$ cat src/rtl/keypad_pkg.sv
// rtl/keypad_pkg.sv - shared types and width helpers for the keypad scanner
package keypad_pkg;

    // Scanner FSM states
    typedef enum logic [2:0] {
        ST_IDLE,
        ST_SCAN,
        ST_DEBOUNCE,
        ST_PUSH,
        ST_RELEASE
    } state_t;

    // Ceiling log2, never below 1 so it can size any vector
    function automatic int clog2(input int n);
        int r;
        int v;
        r = 0;
        v = 1;
        while (v < n) begin
            v = v * 2;
            r = r + 1;
        end
        return (r < 1) ? 1 : r;
    endfunction

    // Key-code width for a rows x cols matrix
    function automatic int code_w(input int rows, input int cols);
        return clog2(rows * cols);
    endfunction

endpackage

$ cat src/rtl/keypad_code_fifo.sv
// rtl/keypad_code_fifo.sv - synchronous key-code FIFO with registered head
// Ports:
//   clock, reset   rising-edge clock, synchronous active-high reset
//   push/push_data write request and data (ignored when full unless popping)
//   pop            read request (ignored when empty)
//   head           registered head entry
//   not_empty      FIFO holds at least one entry
//   full           FIFO holds DEPTH entries
module keypad_code_fifo
    import keypad_pkg::*;
#(
    parameter int DEPTH = 4,
    parameter int WIDTH = 4
) (
    input  logic             clock,
    input  logic             reset,
    input  logic             push,
    input  logic [WIDTH-1:0] push_data,
    input  logic             pop,
    output logic [WIDTH-1:0] head,
    output logic             not_empty,
    output logic             full
);

    localparam int AW = clog2(DEPTH);
    localparam int NW = AW + 1;

    logic [WIDTH-1:0] mem [DEPTH];
    logic [AW-1:0]    wr_ptr;
    logic [AW-1:0]    rd_ptr;
    logic [AW-1:0]    rd_next;
    logic [NW-1:0]    count;
    logic             push_ok;
    logic             pop_ok;

    assign not_empty = (count != '0);
    assign full      = (count == NW'(DEPTH));
    assign pop_ok    = pop && not_empty;
    // A full FIFO still accepts a push when the same cycle frees a slot
    assign push_ok   = push && (!full || pop_ok);
    assign rd_next   = rd_ptr + (pop_ok ? AW'(1) : AW'(0));

    always_ff @(posedge clock) begin
        if (reset) begin
            wr_ptr <= '0;
            rd_ptr <= '0;
            count  <= '0;
            head   <= '0;
            for (int i = 0; i < DEPTH; i++) begin
                mem[i] <= '0;
            end
        end else begin
            if (push_ok) begin
                mem[wr_ptr] <= push_data;
                wr_ptr      <= wr_ptr + AW'(1);
            end
            rd_ptr <= rd_next;
            case ({push_ok, pop_ok})
                2'b10:   count <= count + NW'(1);
                2'b01:   count <= count - NW'(1);
                default: count <= count;
            endcase
            // The new head comes from the write port when that slot is the
            // one being filled right now (push into an empty-after-pop FIFO)
            if (push_ok && (wr_ptr == rd_next)) begin
                head <= push_data;
            end else begin
                head <= mem[rd_next];
            end
        end
    end

endmodule

$ cat src/rtl/keypad_scanner_param.sv
// rtl/keypad_scanner_param.sv - parametrised matrix keypad scanner with debounce and code FIFO
// Ports:
//   clock, reset    rising-edge clock, synchronous active-high reset
//   row             raw asynchronous row lines (1 = connected to a driven column)
//   col             column drive: all ones when idle/releasing, one-hot while scanning
//   code            FIFO head key code = row_idx*COLS + col_idx
//   code_valid      FIFO non-empty
//   code_ready      consumer accepts head when code_valid && code_ready
//   key_held        a key is accepted and not yet released
//   multi_key       one-cycle pulse when a column sample shows several rows
//   overflow        sticky, set when a code is dropped on a full FIFO
module keypad_scanner_param
    import keypad_pkg::*;
#(
    parameter int ROWS            = 4,
    parameter int COLS            = 4,
    parameter int SETTLE_CYCLES   = 3,
    parameter int DEBOUNCE_CYCLES = 4,
    parameter int FIFO_DEPTH      = 4,
    localparam int CODE_W         = code_w(ROWS, COLS)
) (
    input  logic              clock,
    input  logic              reset,
    input  logic [ROWS-1:0]   row,
    output logic [COLS-1:0]   col,
    output logic [CODE_W-1:0] code,
    output logic              code_valid,
    input  logic              code_ready,
    output logic              key_held,
    output logic              multi_key,
    output logic              overflow
);

    localparam int RW = clog2(ROWS);
    localparam int CW = clog2(COLS);
    localparam int SW = clog2(SETTLE_CYCLES + 1);
    localparam int DW = clog2(DEBOUNCE_CYCLES + 1);
    localparam logic [ROWS-1:0] ROW_ONE = ROWS'(1);

    state_t          state, state_next;
    logic [ROWS-1:0] sync1, s_row;
    logic [CW-1:0]   col_idx, col_idx_next;
    logic [SW-1:0]   settle_cnt, settle_next;
    logic [DW-1:0]   cnt, cnt_next;
    logic [ROWS-1:0] row_hot, row_hot_next;
    logic [RW-1:0]   row_idx, row_idx_next;
    logic [RW-1:0]   row_enc;
    logic            key_held_next, multi_next, overflow_next;
    logic            one_hot;
    logic            push;
    logic            pop;
    logic            fifo_full;
    logic [CODE_W-1:0] push_code;

    assign one_hot   = (s_row != '0) && ((s_row & (s_row - ROW_ONE)) == '0);
    assign pop       = code_valid && code_ready;
    assign push_code = CODE_W'(row_idx) * CODE_W'(COLS) + CODE_W'(col_idx);

    always_comb begin
        row_enc = '0;
        for (int i = 0; i < ROWS; i++) begin
            if (s_row[i]) begin
                row_enc = RW'(i);
            end
        end
    end

    always_ff @(posedge clock) begin
        if (reset) begin
            sync1      <= '0;
            s_row      <= '0;
            state      <= ST_IDLE;
            col_idx    <= '0;
            settle_cnt <= '0;
            cnt        <= '0;
            row_hot    <= '0;
            row_idx    <= '0;
            key_held   <= 1'b0;
            multi_key  <= 1'b0;
            overflow   <= 1'b0;
        end else begin
            sync1      <= row;
            s_row      <= sync1;
            state      <= state_next;
            col_idx    <= col_idx_next;
            settle_cnt <= settle_next;
            cnt        <= cnt_next;
            row_hot    <= row_hot_next;
            row_idx    <= row_idx_next;
            key_held   <= key_held_next;
            multi_key  <= multi_next;
            overflow   <= overflow_next;
        end
    end

    always_comb begin
        state_next    = state;
        col_idx_next  = col_idx;
        settle_next   = settle_cnt;
        cnt_next      = cnt;
        row_hot_next  = row_hot;
        row_idx_next  = row_idx;
        key_held_next = key_held;
        multi_next    = 1'b0;
        overflow_next = overflow;
        push          = 1'b0;
        col           = '1;
        case (state)
            ST_IDLE: begin
                if (s_row != '0) begin
                    state_next   = ST_SCAN;
                    col_idx_next = '0;
                    settle_next  = '0;
                end
            end
            ST_SCAN: begin
                col = COLS'(1) << col_idx;
                if (settle_cnt != SW'(SETTLE_CYCLES)) begin
                    settle_next = settle_cnt + SW'(1);
                end else if (s_row == '0) begin
                    // Nothing on this column; after the last one the key is gone
                    if (col_idx == CW'(COLS - 1)) begin
                        state_next = ST_IDLE;
                    end else begin
                        col_idx_next = col_idx + CW'(1);
                        settle_next  = '0;
                    end
                end else if (one_hot) begin
                    row_hot_next = s_row;
                    row_idx_next = row_enc;
                    cnt_next     = DW'(1);
                    state_next   = ST_DEBOUNCE;
                end else begin
                    multi_next = 1'b1;
                    cnt_next   = '0;
                    state_next = ST_RELEASE;
                end
            end
            ST_DEBOUNCE: begin
                col = COLS'(1) << col_idx;
                if (s_row != row_hot) begin
                    state_next = ST_IDLE;
                end else if (cnt >= DW'(DEBOUNCE_CYCLES)) begin
                    state_next = ST_PUSH;
                end else begin
                    cnt_next = cnt + DW'(1);
                end
            end
            ST_PUSH: begin
                col           = COLS'(1) << col_idx;
                push          = 1'b1;
                key_held_next = 1'b1;
                if (fifo_full && !pop) begin
                    overflow_next = 1'b1;
                end
                cnt_next   = '0;
                state_next = ST_RELEASE;
            end
            ST_RELEASE: begin
                if (s_row == '0) begin
                    if (cnt >= DW'(DEBOUNCE_CYCLES - 1)) begin
                        key_held_next = 1'b0;
                        cnt_next      = '0;
                        state_next    = ST_IDLE;
                    end else begin
                        cnt_next = cnt + DW'(1);
                    end
                end else begin
                    cnt_next = '0;
                end
            end
            default: begin
                state_next = ST_IDLE;
            end
        endcase
    end

    keypad_code_fifo #(
        .DEPTH (FIFO_DEPTH),
        .WIDTH (CODE_W)
    ) u_fifo (
        .clock     (clock),
        .reset     (reset),
        .push      (push),
        .push_data (push_code),
        .pop       (pop),
        .head      (code),
        .not_empty (code_valid),
        .full      (fifo_full)
    );

endmodule

$ cat config.mk
export PLATFORM = sky130hd
export DESIGN_NAME = keypad_scanner_param
export DESIGN_NICKNAME = d
export VERILOG_FILES = /design/src/rtl/keypad_pkg.sv /design/src/rtl/keypad_code_fifo.sv /design/src/rtl/keypad_scanner_param.sv
export SDC_FILE = /design/constraint.sdc
export NUM_CORES = 1
export LEC_CHECK = 0
export BUFFER_PORTS_ARGS = -buffer_cell sky130_fd_sc_hd__buf_4
export CAP_MARGIN = 20
export CORE_MARGIN = 3
export CORE_UTILIZATION = 54
export CTS_CLUSTER_DIAMETER = 60
export DETAILED_ROUTE_END_ITERATION = 6
export PLACE_DENSITY = 0.83
export SETUP_SLACK_MARGIN = 0.2
export SLEW_MARGIN = 10
export SYNTH_ARGS = -nofsm -noshare
export SYNTH_HDL_FRONTEND = slang
export SYNTH_SLANG_ARGS = --single-unit
$ cat constraint.sdc
create_clock -name clock -period 2.4 [get_ports clock]
set_input_delay 0.36 -clock clock [delete_from_list [all_inputs] [get_ports clock]]
set_output_delay 0.36 -clock clock [all_outputs]
set_load 0.02 [all_outputs]
==> results of run 1 <==
[flip-flops by register name (all words and copies together) (netlist names), 2 cells and up]
| register | cells |
|---|---|
| s_row | 4 |
| sync1 | 4 |
| row_hot | 4 |
| u_fifo.mem | 16 |
| settle_cnt | 2 |
| u_fifo.rd_ptr | 2 |
| cnt | 3 |
| state | 3 |
| u_fifo.wr_ptr | 2 |
| u_fifo.count | 3 |
| row_idx | 2 |
| col_idx | 2 |
| u_fifo.head | 4 |
[per-layer routing]
metal  routed length (um)  track usage (%)
met4                  165             8.70
met1                 2200             21.0
met2                 2850             33.1
met3                  180             3.87
met5                    0                0
[worst max-delay path, delay by kind of cell (launching register included)]
| family | cells | cell delay [ps] |
|---|---|---|
| mux | 1 | 140 |
| compound gates | 1 | 300 |
| simple gates | 5 | 1090 |
| flops | 1 | 350 |
| fa+ha+maj | 1 | 310 |
[cell families after synthesis]
kind of cell	synth area share, %
mux	5.53
buf+inv	4.56
simple gates	22.7
compound gates	13.0
xor+xnor	3.55
flops	45.7
fa+ha+maj	4.89
[cell usage after synthesis (all sizes together) (4+ instances only)]
master / instances
nor3: 7
xor2: 4
mux4: 4
o21ai: 9
nor2b: 12
ha: 9
o31ai: 6
nor2: 28
nand2: 16
xnor2: 7
and2: 9
mux2i: 6
inv: 11
o21bai: 4
or2: 6
edfxtp: 16
clkbuf: 8
nand4: 4
dfxtp: 38
a21oi: 14
buf: 9
o32a: 4
[what timing repair did]
action	CTS	global route
resized for setup	6	5
hold buffers	0	0
pin swaps	2	0
setup buffers	3	4
setup endpoints to repair	4	5
[how the worst max path moves through the flow]
stage / startpoint / endpoint / slack (ps) / depth (start not counted)
finish: u_fifo.count[1] / u_fifo.head[3] / 140 / 8
global route: u_fifo.count[1] / u_fifo.head[1] / 50 / 8
CTS: u_fifo.count[1] / u_fifo.head[1] / 200 / 8
detailed placement: code_ready / u_fifo.count[2] / 100 / 10
global placement: code_ready / u_fifo.count[2] / 190 / 10
floorplan: code_ready / u_fifo.count[2] / 190 / 10
[placed cells by master (no fill, tap or decap), drive strengths merged, types with 3 or more instances in the layout]
master,instances
nand3,3
o21ai,9
nand4,4
xnor2,7
o21bai,4
dfxtp,38
or2,6
a211oi,3
nor3,7
nand2b,3
mux4,4
and2,9
buf,31
a21oi,14
xor2,4
nor2,28
or3b,3
ha,9
or3,3
nand3b,3
nand2,16
inv,11
and3,3
nor2b,12
o32a,4
clkbuf,6
o31ai,6
mux2i,6
nor4b,3
edfxtp,16
[through the flow]
stage               utilization (%)  setup WS, ps
floorplan                         -           186
global route                   66.1          47.5
CTS                            64.7           197
detailed placement             61.6           104
finish                         66.1           138
global placement               61.6           188
[layout make-up]
| type | instances | area (um^2) | share of cell area, % |
|---|---|---|---|
| clock buffers | 6 | 72.6 | 2.30 |
| flip-flops and latches | 54 | 1240 | 39.4 |
| repair buffers | 31 | 245 | 7.76 |
| well taps | 67 | 83.8 | 2.65 |
| multi-input cells | 188 | 1460 | 46.3 |
| clock inverters | 2 | 10.0 | 0.317 |
| inverters | 11 | 41.3 | 1.31 |
[power groups by stage]
stage	clock network (mW)	logic (mW)	registers, mW
2_1_floorplan	0	0.127	0.993
3_3_place_gp	0	0.166	0.998
3_5_place_dp	0	0.169	0.999
4_1_cts	0.508	0.173	0.978
5_1_grt	0.548	0.192	0.982
6_report	0.500	0.175	0.978
==> results.json, run 1 <==
{
  "numCtsBuffers": 5,
  "cts_tree": "yes",
  "fp.dieW_um": 76.9,
  "worstHoldStart": "row[1]",
  "postPlaceCellArea_mm2": 0.00295,
  "synth_fp_nets": 287,
  "p_leak_nw": 1.16,
  "crit_slowest_cell": "or3_4",
  "dieHeight_um": 76.9,
  "synth_area_leaders": "dfxtp_1 (28%), edfxtp_1 (18%), ha_1 (4.1%)",
  "total_power_mw": 1.65,
  "crit_arrival_ps": 2520,
  "clock_power_share_pct": 30.3,
  "power_density_mw_per_mm2": 523,
  "combPwrFrac_pct": 10.6,
  "stdcell_count": 359,
  "hold_class": "input pin to register",
  "clk_pin_slew_ps": 100,
  "vias": 2017,
  "syn-cell-area_mm2": 0.00271,
  "areaGrowthSynthToFinish_pct": 16.5,
  "synth.ff_latch_count": 54,
  "vias_per_cell": 5.62,
  "ir_worst_vdd_mv": 0.405,
  "power_switching_share_pct": 24.9,
  "clock_path_buffers": 2,
  "tightest_slew_ps": 563,
  "ant_nets": 0,
  "r2r_cells": 8,
  "pwr-share-seq_pct": 59.2,
  "root_buffer": "clkbuf_8",
  "synth_cell_types": 57,
  "final.fill_count": 384,
  "clock_skew_ps": 10.2,
  "dpl.cell_count": 344,
  "synth-edff-count": 16,
  "slew_headroom_pct": 62.4,
  "drc_errors": 0,
  "grt_pass1_wl_um": 8700,
  "yosysWarnings": 0,
  "start_util_pct": 56.7,
  "yosysSeqAreaShare_pct": 45.7,
  "critPathCaptureType": "register",
  "grt_use_total_pct": 18.5,
  "cp_max_fo": 6,
  "status": "finished, final reports clean",
  "finalCriticalPeriod_ps": 2260,
  "wl_per_cell_um": 15.0,
  "antenna_found_initial": 0,
  "gp_congestion": 0.797,
  "dr.first_iter.drc_count": 184,
  "r2r-end": "u_fifo.head[3]",
  "grt_max_degree": 55,
  "rsz0062_at_grt": "true",
  "p_int_mw": 1.24,
  "slew_viol_final": 0,
  "syn_area_per_cell_um2": 10.1,
  "synth.largest_area_cell": "dfxtp_1",
  "cap_viol_max_count": 0,
  "ios": 19,
  "worstPathCellList": "or3_4 > and2_4 > ha_4 > nor4bb_4 > mux2i_2 > and3_4 > o32a_1 > nor2_1",
  "cpPeakStageDelay_ps": 370,
  "synthFlopType": "dfxtp_1",
  "grt_overflow_total": 0,
  "n_antenna_cell": 0,
  "wl_um": 5400,
  "finalNetCount": 308,
  "core_region_area_mm2": 0.00479,
  "required_ps": 2660,
  "startpoint_type": "register",
  "synthCells": 270,
  "reg2reg_slack_ps": 140,
  "fmax_ghz": 0.442,
  "clk_latency_ps": 320,
  "report.final.setup_viol": 0,
  "grt_pass1_vias": 1907,
  "critPathKind": "register to register",
  "tns_ps": 0,
  "final-hold-violation-count": 0,
  "die_area_mm2": 0.00591,
  "design_area_mm2": 0.00316,
  "cts_htree_levels": 2,
  "r2r-start": "u_fifo.count[1]",
  "fin_crit_sh_pct": 94.3,
  "async_flop_share_pct": 0,
  "switchingPower_mw": 0.411,
  "drive_gt1_share_pct": 26.7,
  "dp_hpwl_um": 3530,
  "clock-sinks": 54,
  "port_buffers": 18,
  "fp-row-count": 25,
  "first_pass_iters": 4,
  "yosys.area.top_type_share_pct": 28.0,
  "worstHoldEndpoint": "sync1[1]",
  "fin_hold_ws_ps": 255,
  "hold_depth": 2
}
Note: power is estimated with default switching activity, not from simulation.
==> inputs of run 2 (changes only) <==
Settings changed: CTS_CLUSTER_DIAMETER 60 to unset, REMOVE_ABC_BUFFERS set to 1.
==> results.json, run 2 (synthesis results as in run 1) <==
{
  "status": "finished, final reports clean",
  "ant_nets": 0,
  "grt_use_total_pct": 18.3,
  "wl_um": 5220,
  "cp_max_fo": 8,
  "slew_viol_final": 0,
  "grt_pass1_wl_um": 8650,
  "start_util_pct": 56.7,
  "final_common_cell": "dfxtp_1",
  "dpl.cell_count": 346,
  "tns_ps": 0,
  "clock-sinks": 54,
  "fmax_ghz": 0.440,
  "drc_errors": 0,
  "ir_worst_vdd_mv": 0.501,
  "ios": 19,
  "wl_per_cell_um": 14.5,
  "stdcell_count": 359,
  "cts_htree_levels": 2,
  "top_register": "u_fifo.mem",
  "layout_common_cells": "dfxtp_1 (36), buf_4 (30), nor2_1 (28), nand2_1 (16), edfxtp_1 (16)",
  "postCtsHoldBufs": 0,
  "total_power_mw": 1.76,
  "dieHeight_um": 76.9,
  "crit_arrival_ps": 2520,
  "worstPathCellList": "or3_4 > and2_4 > ha_4 > buf_12 > and3_4 > mux2i_4 > and3_4 > o32a_1 > nor2_1",
  "vias": 2001,
  "dp_hpwl_um": 3550,
  "fp.dieW_um": 76.9,
  "rsz0062_at_grt": "true",
  "first_pass_iters": 4,
  "hold_class": "input pin to register",
  "fin_crit_sh_pct": 94.7,
  "n_antenna_cell": 0,
  "final.fill_count": 365,
  "cap_viol_max_count": 0,
  "dr.first_iter.drc_count": 132,
  "core_region_area_mm2": 0.00479,
  "crit_slowest_cell": "or3_4",
  "cts_tree": "yes",
  "die_area_mm2": 0.00591,
  "cpPeakStageDelay_ps": 390,
  "finalNetCount": 308,
  "required_ps": 2640,
  "finalCriticalPeriod_ps": 2270,
  "fin_hold_ws_ps": 260,
  "fp-row-count": 25,
  "root_buffer": "clkbuf_8",
  "vias_per_cell": 5.57,
  "clock_skew_ps": 9.04,
  "antenna_found_initial": 0,
  "numCtsBuffers": 5,
  "path_buf_inv": 1,
  "cp_common_cell": "and3_4",
  "p_leak_nw": 1.19,
  "critPathCaptureType": "register",
  "largest_reg_flops": 16,
  "areaGrowthSynthToFinish_pct": 17.5,
  "power_density_mw_per_mm2": 552,
  "clk_pin_slew_ps": 100,
  "critPathKind": "register to register",
  "grt_overflow_total": 0,
  "grt_pass1_vias": 1854,
  "slew_headroom_pct": 61.1,
  "tightest_slew_ps": 579,
  "grt_max_degree": 55,
  "clock_path_buffers": 2,
  "port_buffers": 18,
  "final-hold-violation-count": 0,
  "clk_latency_ps": 310,
  "report.final.setup_viol": 0,
  "startpoint_type": "register",
  "drive_gt1_share_pct": 26.0,
  "cp_top_family": "simple AND/OR/NAND/NOR gates",
  "gp_congestion": 0.769
}
[run 2: metrics by stage]
step / instance area [um^2] / setup slack [ps] / util (%)
after global routing: 3190 / 40.8 / 66.6
after floorplan: 2630 / -111 / -
after detailed placement: 2910 / -6.76 / 60.8
after CTS: 3140 / 170 / 65.7
final: 3190 / 128 / 66.6
after global placement: 2910 / 66.4 / 60.8
[run 2: power breakdown]
group	switching (mW)	internal [mW]
Clock	0.295	0.307
Sequential	0.0178	0.960
Combinational	0.0987	0.0813
Total	0.412	1.35
[run 2: layer usage]
metal,vias to the layer above,part of all wire [%],track usage [%]
li1,998,-,-
met3,8,3.5,3.76
met5,-,0,0
met2,40,51,31.4
met4,0,1.3,5.80
met1,955,44,23.1
[run 2: cell type report]
class	count	area (um^2)	share of cell area (%)
multi-input cells	188	1460	45.9
inverters	11	41.3	1.29
flip-flops and latches	54	1250	39.1
clock inverters	3	40.0	1.26
repair buffers	31	245	7.69
clock buffers	5	68.8	2.16
well taps	67	83.8	2.63
[run 2: path summary, 6_finish.rpt]
kind	start	slack (ps)	to	cells after the start
hold / removal	row[1]	260	sync1[1]	2
setup reg to reg	u_fifo.count[1]	130	u_fifo.head[3]	9
setup / recovery	u_fifo.count[1]	130	u_fifo.head[3]	9
hold reg to reg	sync1[1]	440	s_row[1]	1
[run 2: worst register-to-register path: cells and delay by family, from the launching register on]
family,cells,cell delay (ps)
adder cells (fa/ha/maj),1,290
AO/OA/AOI/OAI,1,280
flip-flops,1,370
AND/OR/NAND/NOR,5,1040
buffers and inverters,1,130
multiplexers,1,80
[run 2: repair_timing]
| item | in CTS | in global routing |
|---|---|---|
| resized for setup | 16 | 7 |
| setup endpoints to repair | 5 | 5 |
| buffers inserted | 5 | 0 |
| pin swaps | 6 | 1 |
